===== src/rtl/stopwatch_core.sv =====
// stopwatch_core: hours/minutes/seconds stopwatch with prescaler, up/down
// counting, expiry, preset load and lap (display freeze). Outputs are
// packed BCD for the on-screen digit renderer.
//
// Ports:
//   clk, reset         clock, synchronous active-high reset
//   ss                 start/stop request (acted on at rising edge)
//   lap                lap toggle (acted on at rising edge)
//   mode               0 = count up, 1 = count down (latched on start)
//   load               preset strobe (ignored while running)
//   ld_h, ld_m, ld_s   preset values, packed BCD
//   th, tm, ts         displayed hours/minutes/seconds, packed BCD
//   running            high in RUN
//   done               high in EXPIRED (one cycle behind the state register)
//   lap_active         high while the display is frozen
module stopwatch_core #(
  parameter int TICK_DIV = 25000000,
  parameter int HOUR_MAX = 24
) (
  input  logic       clk,
  input  logic       reset,
  input  logic       ss,
  input  logic       lap,
  input  logic       mode,
  input  logic       load,
  input  logic [7:0] ld_h,
  input  logic [7:0] ld_m,
  input  logic [7:0] ld_s,
  output logic [7:0] th,
  output logic [7:0] tm,
  output logic [7:0] ts,
  output logic       running,
  output logic       done,
  output logic       lap_active
);

  localparam int PW = (TICK_DIV > 2) ? $clog2(TICK_DIV) : 1;
  localparam logic [PW-1:0] PRE_MAX = PW'(TICK_DIV - 1);
  localparam logic [7:0] H_TOP = 8'(((HOUR_MAX - 1) / 10) * 16 + (HOUR_MAX - 1) % 10);

  localparam logic [1:0] ST_STOP = 2'd0;
  localparam logic [1:0] ST_RUN  = 2'd1;
  localparam logic [1:0] ST_EXP  = 2'd2;

  function automatic logic [7:0] clamp_nib(input logic [7:0] v);
    return {(v[7:4] > 4'd9) ? 4'd9 : v[7:4], (v[3:0] > 4'd9) ? 4'd9 : v[3:0]};
  endfunction

  function automatic logic [7:0] sat_ms(input logic [7:0] v);
    logic [7:0] c;
    c = clamp_nib(v);
    return (c > 8'h59) ? 8'h59 : c;
  endfunction

  function automatic logic [7:0] sat_h(input logic [7:0] v);
    logic [7:0] c;
    c = clamp_nib(v);
    return (c > H_TOP) ? H_TOP : c;
  endfunction

  function automatic logic [7:0] bcd_inc(input logic [7:0] v);
    return (v[3:0] == 4'd9) ? {v[7:4] + 4'd1, 4'd0} : {v[7:4], v[3:0] + 4'd1};
  endfunction

  function automatic logic [7:0] bcd_dec(input logic [7:0] v);
    return (v[3:0] == 4'd0) ? {v[7:4] - 4'd1, 4'd9} : {v[7:4], v[3:0] - 4'd1};
  endfunction

  logic [1:0]    state;
  logic          dir;
  logic [PW-1:0] presc;
  logic [7:0]    h_p0, m_p0, s_p0;
  logic [7:0]    h_n, m_n, s_n;
  logic          ss_q, lap_q;
  logic          ss_edge, lap_edge, tick, cnt_zero, step_zero;

  assign ss_edge   = ss & ~ss_q;
  assign lap_edge  = lap & ~lap_q;
  assign tick      = (state == ST_RUN) && (presc == PRE_MAX);
  assign cnt_zero  = ({h_p0, m_p0, s_p0} == 24'd0);
  assign step_zero = ({h_n, m_n, s_n} == 24'd0);
  assign running   = (state == ST_RUN);

  // One-second step of the live count. Loaded values are sanitised, so the
  // hour field never exceeds H_TOP and down-steps never start from zero.
  always_comb begin
    s_n = s_p0;
    m_n = m_p0;
    h_n = h_p0;
    if (!dir) begin
      if (s_p0 == 8'h59) begin
        s_n = 8'h00;
        if (m_p0 == 8'h59) begin
          m_n = 8'h00;
          h_n = (h_p0 == H_TOP) ? 8'h00 : bcd_inc(h_p0);
        end else begin
          m_n = bcd_inc(m_p0);
        end
      end else begin
        s_n = bcd_inc(s_p0);
      end
    end else begin
      if (s_p0 == 8'h00) begin
        s_n = 8'h59;
        if (m_p0 == 8'h00) begin
          m_n = 8'h59;
          h_n = bcd_dec(h_p0);
        end else begin
          m_n = bcd_dec(m_p0);
        end
      end else begin
        s_n = bcd_dec(s_p0);
      end
    end
  end

  // Stage p0: control state, prescaler and live count
  always_ff @(posedge clk) begin
    if (reset) begin
      state <= ST_STOP;
      dir   <= 1'b0;
      presc <= '0;
      h_p0  <= 8'h00;
      m_p0  <= 8'h00;
      s_p0  <= 8'h00;
      ss_q  <= 1'b0;
      lap_q <= 1'b0;
    end else begin
      ss_q  <= ss;
      lap_q <= lap;
      if (state == ST_RUN) begin
        if (tick) begin
          presc <= '0;
          h_p0  <= h_n;
          m_p0  <= m_n;
          s_p0  <= s_n;
        end else begin
          presc <= presc + 1'b1;
        end
        // A stop request wins over an expiry falling in the same cycle.
        if (ss_edge)
          state <= ST_STOP;
        else if (tick && dir && step_zero)
          state <= ST_EXP;
      end else if (load) begin
        h_p0  <= sat_h(ld_h);
        m_p0  <= sat_ms(ld_m);
        s_p0  <= sat_ms(ld_s);
        presc <= '0;
        state <= ST_STOP;
      end else if (ss_edge) begin
        if (state == ST_STOP) begin
          // Counting down from zero would expire immediately; refuse the start.
          if (!(mode && cnt_zero)) begin
            state <= ST_RUN;
            dir   <= mode;
          end
        end else begin
          state <= ST_STOP;
        end
      end
    end
  end

  // Stage p1: displayed values, lap freeze and expiry flag
  always_ff @(posedge clk) begin
    if (reset) begin
      th         <= 8'h00;
      tm         <= 8'h00;
      ts         <= 8'h00;
      done       <= 1'b0;
      lap_active <= 1'b0;
    end else begin
      if (lap_edge)
        lap_active <= ~lap_active;
      // Freeze follows the registered flag so the snapshot is the value
      // already on the display in the cycle after the lap edge.
      if (!lap_active) begin
        th <= h_p0;
        tm <= m_p0;
        ts <= s_p0;
      end
      done <= (state == ST_EXP);
    end
  end

endmodule


===== config.mk =====
export PLATFORM = sky130hd
export DESIGN_NAME = stopwatch_core
export DESIGN_NICKNAME = d
export VERILOG_FILES = /design/src/rtl/stopwatch_core.sv
export SDC_FILE = /design/constraint.sdc
export NUM_CORES = 1
export LEC_CHECK = 0
export BUFFER_PORTS_ARGS = -buffer_cell sky130_fd_sc_hd__buf_2
export CAP_MARGIN = 15
export CORE_ASPECT_RATIO = 0.6
export CORE_MARGIN = 1
export CORE_UTILIZATION = 64
export DETAILED_ROUTE_END_ITERATION = 8
export PLACE_DENSITY = 0.88
export SLEW_MARGIN = 20
export SYNTH_ARGS = -nofsm -noshare
export SYNTH_HDL_FRONTEND = slang
export SYNTH_SLANG_ARGS = --single-unit

===== constraint.sdc =====
create_clock -name clk -period 5.38 [get_ports clk]
set_input_delay 0.807 -clock clk [delete_from_list [all_inputs] [get_ports clk]]
set_output_delay 0.807 -clock clk [all_outputs]
set_load 0.1 [all_outputs]

# == Yosys cells after proc, flatten, opt, wreduce, memory -nomap -nowiden ==
# Index checks and enable logic that the tools add are counted.
# Widths: inputs -> output; s select.
# word_totals
wordCells,120
regBits,80
# op_classes
n_eq_ne,12
bitwise_logic,8
magnitude_cmp,9
add_sub_neg,13
mux,48
reduce_logical,17
# ops
op,count
$mux 8,32
$mux 25,3
$logic_not 24->1,2
$add 25x1->25 const B,1
$eq 25x25->1 const B,1
$add 4x1->4 const B,6
$gt 4x4->1 const B,6
$mux 4,6
$sub 4x1->4 const B,6
$eq 8x7->1 const B,2
$gt 8x7->1 const B,2
$logic_not 8->1,2
$mux 2,7
$eq 4x4->1 const B,3
$logic_not 4->1,3
$eq 8x6->1 const B,1
$gt 8x6->1 const B,1
$not 1->1,6
$reduce_and 5->1,1
$logic_and 1x1->1,4
$ne 4x4->1 const B,1
$ne 3x1->1 const B,1
$reduce_and 3->1,1
$reduce_bool 3->1,1
7 further kinds,8

# == Depth between registers and ports, before layout ==
# depth
depth_word,11
ltp_mapped,12
ltp_nobuf,10

# == Worst setup path after synthesis ==
# Ideal clock, no wire load.
# synth_path
kind,reg-to-reg
startpoint,register s_p0[0]
endpoint,register state[0]
required_time_ps,5248
setup_time_ps,132
n_path_buf,1
period_less_slack_ps,3063
stages_incl_launch_ff,12
slack_ps,2317
arrival_time_ps,2931
cell_sequence,dfxtp_1 inv_1 ha_1 or3b_1 buf_6 or4_4 nor2_2 a22oi_1 xnor2_1 or4_1 o311ai_1 a21oi_1
# synth_via
elab_chain_cells,8
elab_cells_between_ends,24
cone_classes,2 x add/sub; 4 x eq/ne; 11 x mux; 7 x reduce/logical
# synth_rtl
element,line_no,text
"start, declared",72,"logic [7:0] h_p0, m_p0, s_p0;"
"start signal, assigned",136,s_p0 <= s_n;
"start signal, assigned",148,s_p0 <= sat_ms(ld_s);
"$add 4x1->4, or another cell as far along",62,"return (v[3:0] == 4'd9) ? {v[7:4] + 4'd1, 4'd0} : {v[7:4], v[3:0] + 4'd1};"
$mux 8 (on tied branches),"62, 66",
$mux 8 (on tied branches),"91, 103",
$mux 8,90,if (!dir) begin
$logic_not 24->1,81,"assign step_zero = ({h_n, m_n, s_n} == 24'd0);"
$logic_and 1x1->1,143,else if (tick && dir && step_zero)
$ne 3x1->1 (no source line),--,
$reduce_and 3->1 (no source line) (*),--,
"end signal, assigned",142,state <= ST_STOP;
"end signal, assigned",144,state <= ST_EXP;
"end signal, assigned",150,state <= ST_STOP;
"end, declared",69,logic [1:0] state;
# Every way passes the cells marked *; elsewhere a longest branch is shown, timed or not.
# A chain may end at the register's enable or synchronous reset.

# == Worst setup path in the final report ==
# Ends and elaborated chain as after synthesis.

==> metrics.txt <==
crit path launch type register; multiplexer share of the synthesized area 5.09%; initial antenna violation count 0; Final Net Count 744; Initial Utilization 68.1%; routed len/inst 18.3 um; Rel. slew slack 34.5%; clk_skew 0.00398 ns; clock-pin slew on the worst setup and hold paths 0.06 ns; Final Slew Violations 0; Clk Latency, worst-skew pair 0.34 ns; Final min period 3.50 ns; Synth Area in Compound Gates 21.7%; Root Buffer clkbuf_16; Final Hold Fails 0; FF+latch area 1600 sq um; post-CTS setup buffer count 0; fraction of registers with async set/reset 0%; Synth Area in XOR/XNOR 0.685%; CTS tree built; crit end category register; area fraction of the dominant cell type after synthesis 31.3%; CP Data Required Time 5.57 ns; Die W 117 um; Post-Synth Adder-Cell Area 6.12%; share of cells above drive strength 1 13.0%; pre-CTS WS 1.97 ns; reg-to-reg critical path startpoint s_p0[0]; Synth top cells by count nor2_1, dfxtp_1, nand2_1; Setup TNS Final 0 ns; top cells by area, synth dfxtp_1, nor2_1, ha_1; clk buf depth 2; std cell rows 24; IO Port Bufs 56; total global routing overflow 0; # IOs 57; reg2reg path depth 10; routed length on met1 6440 um; multi-input logic area 3240 sq um; PD cells 308 nW/um^2; most numerous cell in the Yosys netlist nor2_1; Post-synth EDFFs 0; core area 7510 sq um; TritonCTS Buffers 9; internal power 1180 uW; worst min-delay path class reg -> reg; via count 5469; final WL 14600 um; reg2reg end state[0]; CP max FO 8; Worst IR Drop VDD 198 uV; Detailed Routing Iterations Pass 1 6; routability cong. 0.960; hold buffers post-CTS 0; crit path to state[0]; wire length on met2 6020 um; crit path cell chain inv_1 -> ha_1 -> or3b_1 -> or4_4 -> nor2_2 -> a22oi_1 -> xnor2_1 -> or4_1 -> o311ai_1 -> a21oi_1; Worst Setup SP s_p0[0]; Area Overhead vs Synth 11.5%; switch share 32.8%; clock sinks 80; pin count of the biggest net entering global routing 81; syn nets 717; WL met3 1780 um; r2r setup slk 1.88 ns; Comb pwr share 23.9%; CTS resizes 0; vias in the first global route 4712; Global Route Usage Sum 35.5%; ant diodes 0; Distinct cells, synth 69; Vias/cell 6.86; ys flop type dfxtp_1; final critical-path share of the clock period 65.1%; P_sw 577 uW; Residual DRC 0; initial drt markers 692; CP arrival 3.69 ns; syn_area_per_cell 7.72 sq um; post-synthesis sequential area ratio 31.3%; worst stage delay on the critical path 0.60 ns; status finished clean; first-pass GRT wire length 23900 um; largest family of logic cells by synthesized area simple AND/OR/NAND/NOR gates; Yosys reg bits 80; clock share of power 37.7%; Die H 71.2 um; # setup viols final 0; FMAX 286 MHz; H-tree depth 3; Yosys Warn Count 0; worst slew pin tran 0.969 ns; slowest CP cell or4_4; RSZ-0062 raised after global routing false; Simple-Gate Fraction of Synth Area 29.8%; Pleak 0.00219 uW; HPWL Detailed 10200 um; cell area after synthesis 5110 sq um; Sequential Power Share 38.3%; fill count 567; Final WS setup 1.88 ns; total die area 8360 sq um; Crit Path Class reg -> reg; synthesized instance count 662; Max Cap Viol 0; Routed Antenna Nets 0; cell type with the largest total area after synthesis dfxtp_1; Top Layer Used met4
[layout make-up]
type                    count  share of cell area (%)
clock buffers              12                    4.50
clock inverters             3                    1.14
inverters                  25                    1.65
multi-input cells         513                    56.9
flip-flops and latches     80                    28.1
well taps                 104                    2.28
repair buffers             60                    5.44
[cell usage in the layout, fill, tap and decap left out, types with 12 or more instances in the layout]
cell type / synthesis / final
o211ai_1: 12 / 12
dfxtp_1: 80 / 80
a21oi_1: 47 / 47
mux2i_1: 26 / 26
a211oi_1: 12 / 12
o21ai_0: 33 / 33
ha_1: 25 / 25
nor3_1: 22 / 22
and3_1: 15 / 15
nand3_1: 19 / 19
nor2_1: 95 / 95
buf_2: 2 / 56
nand2_1: 50 / 49
inv_1: 25 / 25
[logic make-up after synthesis]
logic type | count (synthesis)
buf+inv | 69
xor+xnor | 4
mux | 26
simple gates | 290
compound gates | 168
fa+ha+maj | 25
flops | 80
[metal layers]
layer | vias to the layer above | track usage (%)
li1 | 2495 | -
met3 | 54 | 8.44
met5 | - | 0
met1 | 2526 | 51.2
met2 | 394 | 51.9
met4 | 0 | 12.4
[power by group through the flow]
stage,Clock (uW),Combinational (uW),Sequential (uW)
6_report,663,421,674
5_1_grt,698,450,677
4_1_cts,667,409,671
3_5_place_dp,0,403,684
3_3_place_gp,0,397,680
2_1_floorplan,0,259,738
[sequential cells by signal, summed over array words and instances (netlist names), 2 cells and up]
name,count
h_p0,8
s_p0,8
tm,8
ts,8
m_p0,8
state,2
th,8
presc,25
[how the worst min path moves through the flow]
stage,from,endpoint,cells past startpoint,slack (ns)
floorplan,state[0],done,1,0.44
global placement,tm[5],tm[5],2,0.47
detailed placement,state[0],done,1,0.48
CTS,th[2],th[2],2,0.49
global route,th[4],th[4],2,0.52
finish,th[2],th[2],2,0.49
[through the flow]
stage / power, uW / hold WS [ns] / cell area, sq um / cells / util (%)
2_1_floorplan: 997 / 0.443 / 5110 / 662 / -
3_3_place_gp: 1080 / 0.470 / 5380 / 782 / 71.6
3_5_place_dp: 1090 / 0.479 / 5380 / 782 / 71.7
4_1_cts: 1750 / 0.493 / 5700 / 797 / 75.9
5_1_grt: 1820 / 0.516 / 5700 / 797 / 75.9
6_report: 1760 / 0.488 / 5700 / 797 / 75.9
[worst max-delay path: cells and delay by family, from the launching register on]
kind                     cells  cell delay, ns
flip-flops                   1            0.39
adder cells (fa/ha/maj)      1            0.27
AND/OR/NAND/NOR              4            1.84
buffers and inverters        1            0.15
XOR/XNOR                     1            0.15
AO/OA/AOI/OAI                3            0.52
(Power assumes the default switching activity.)
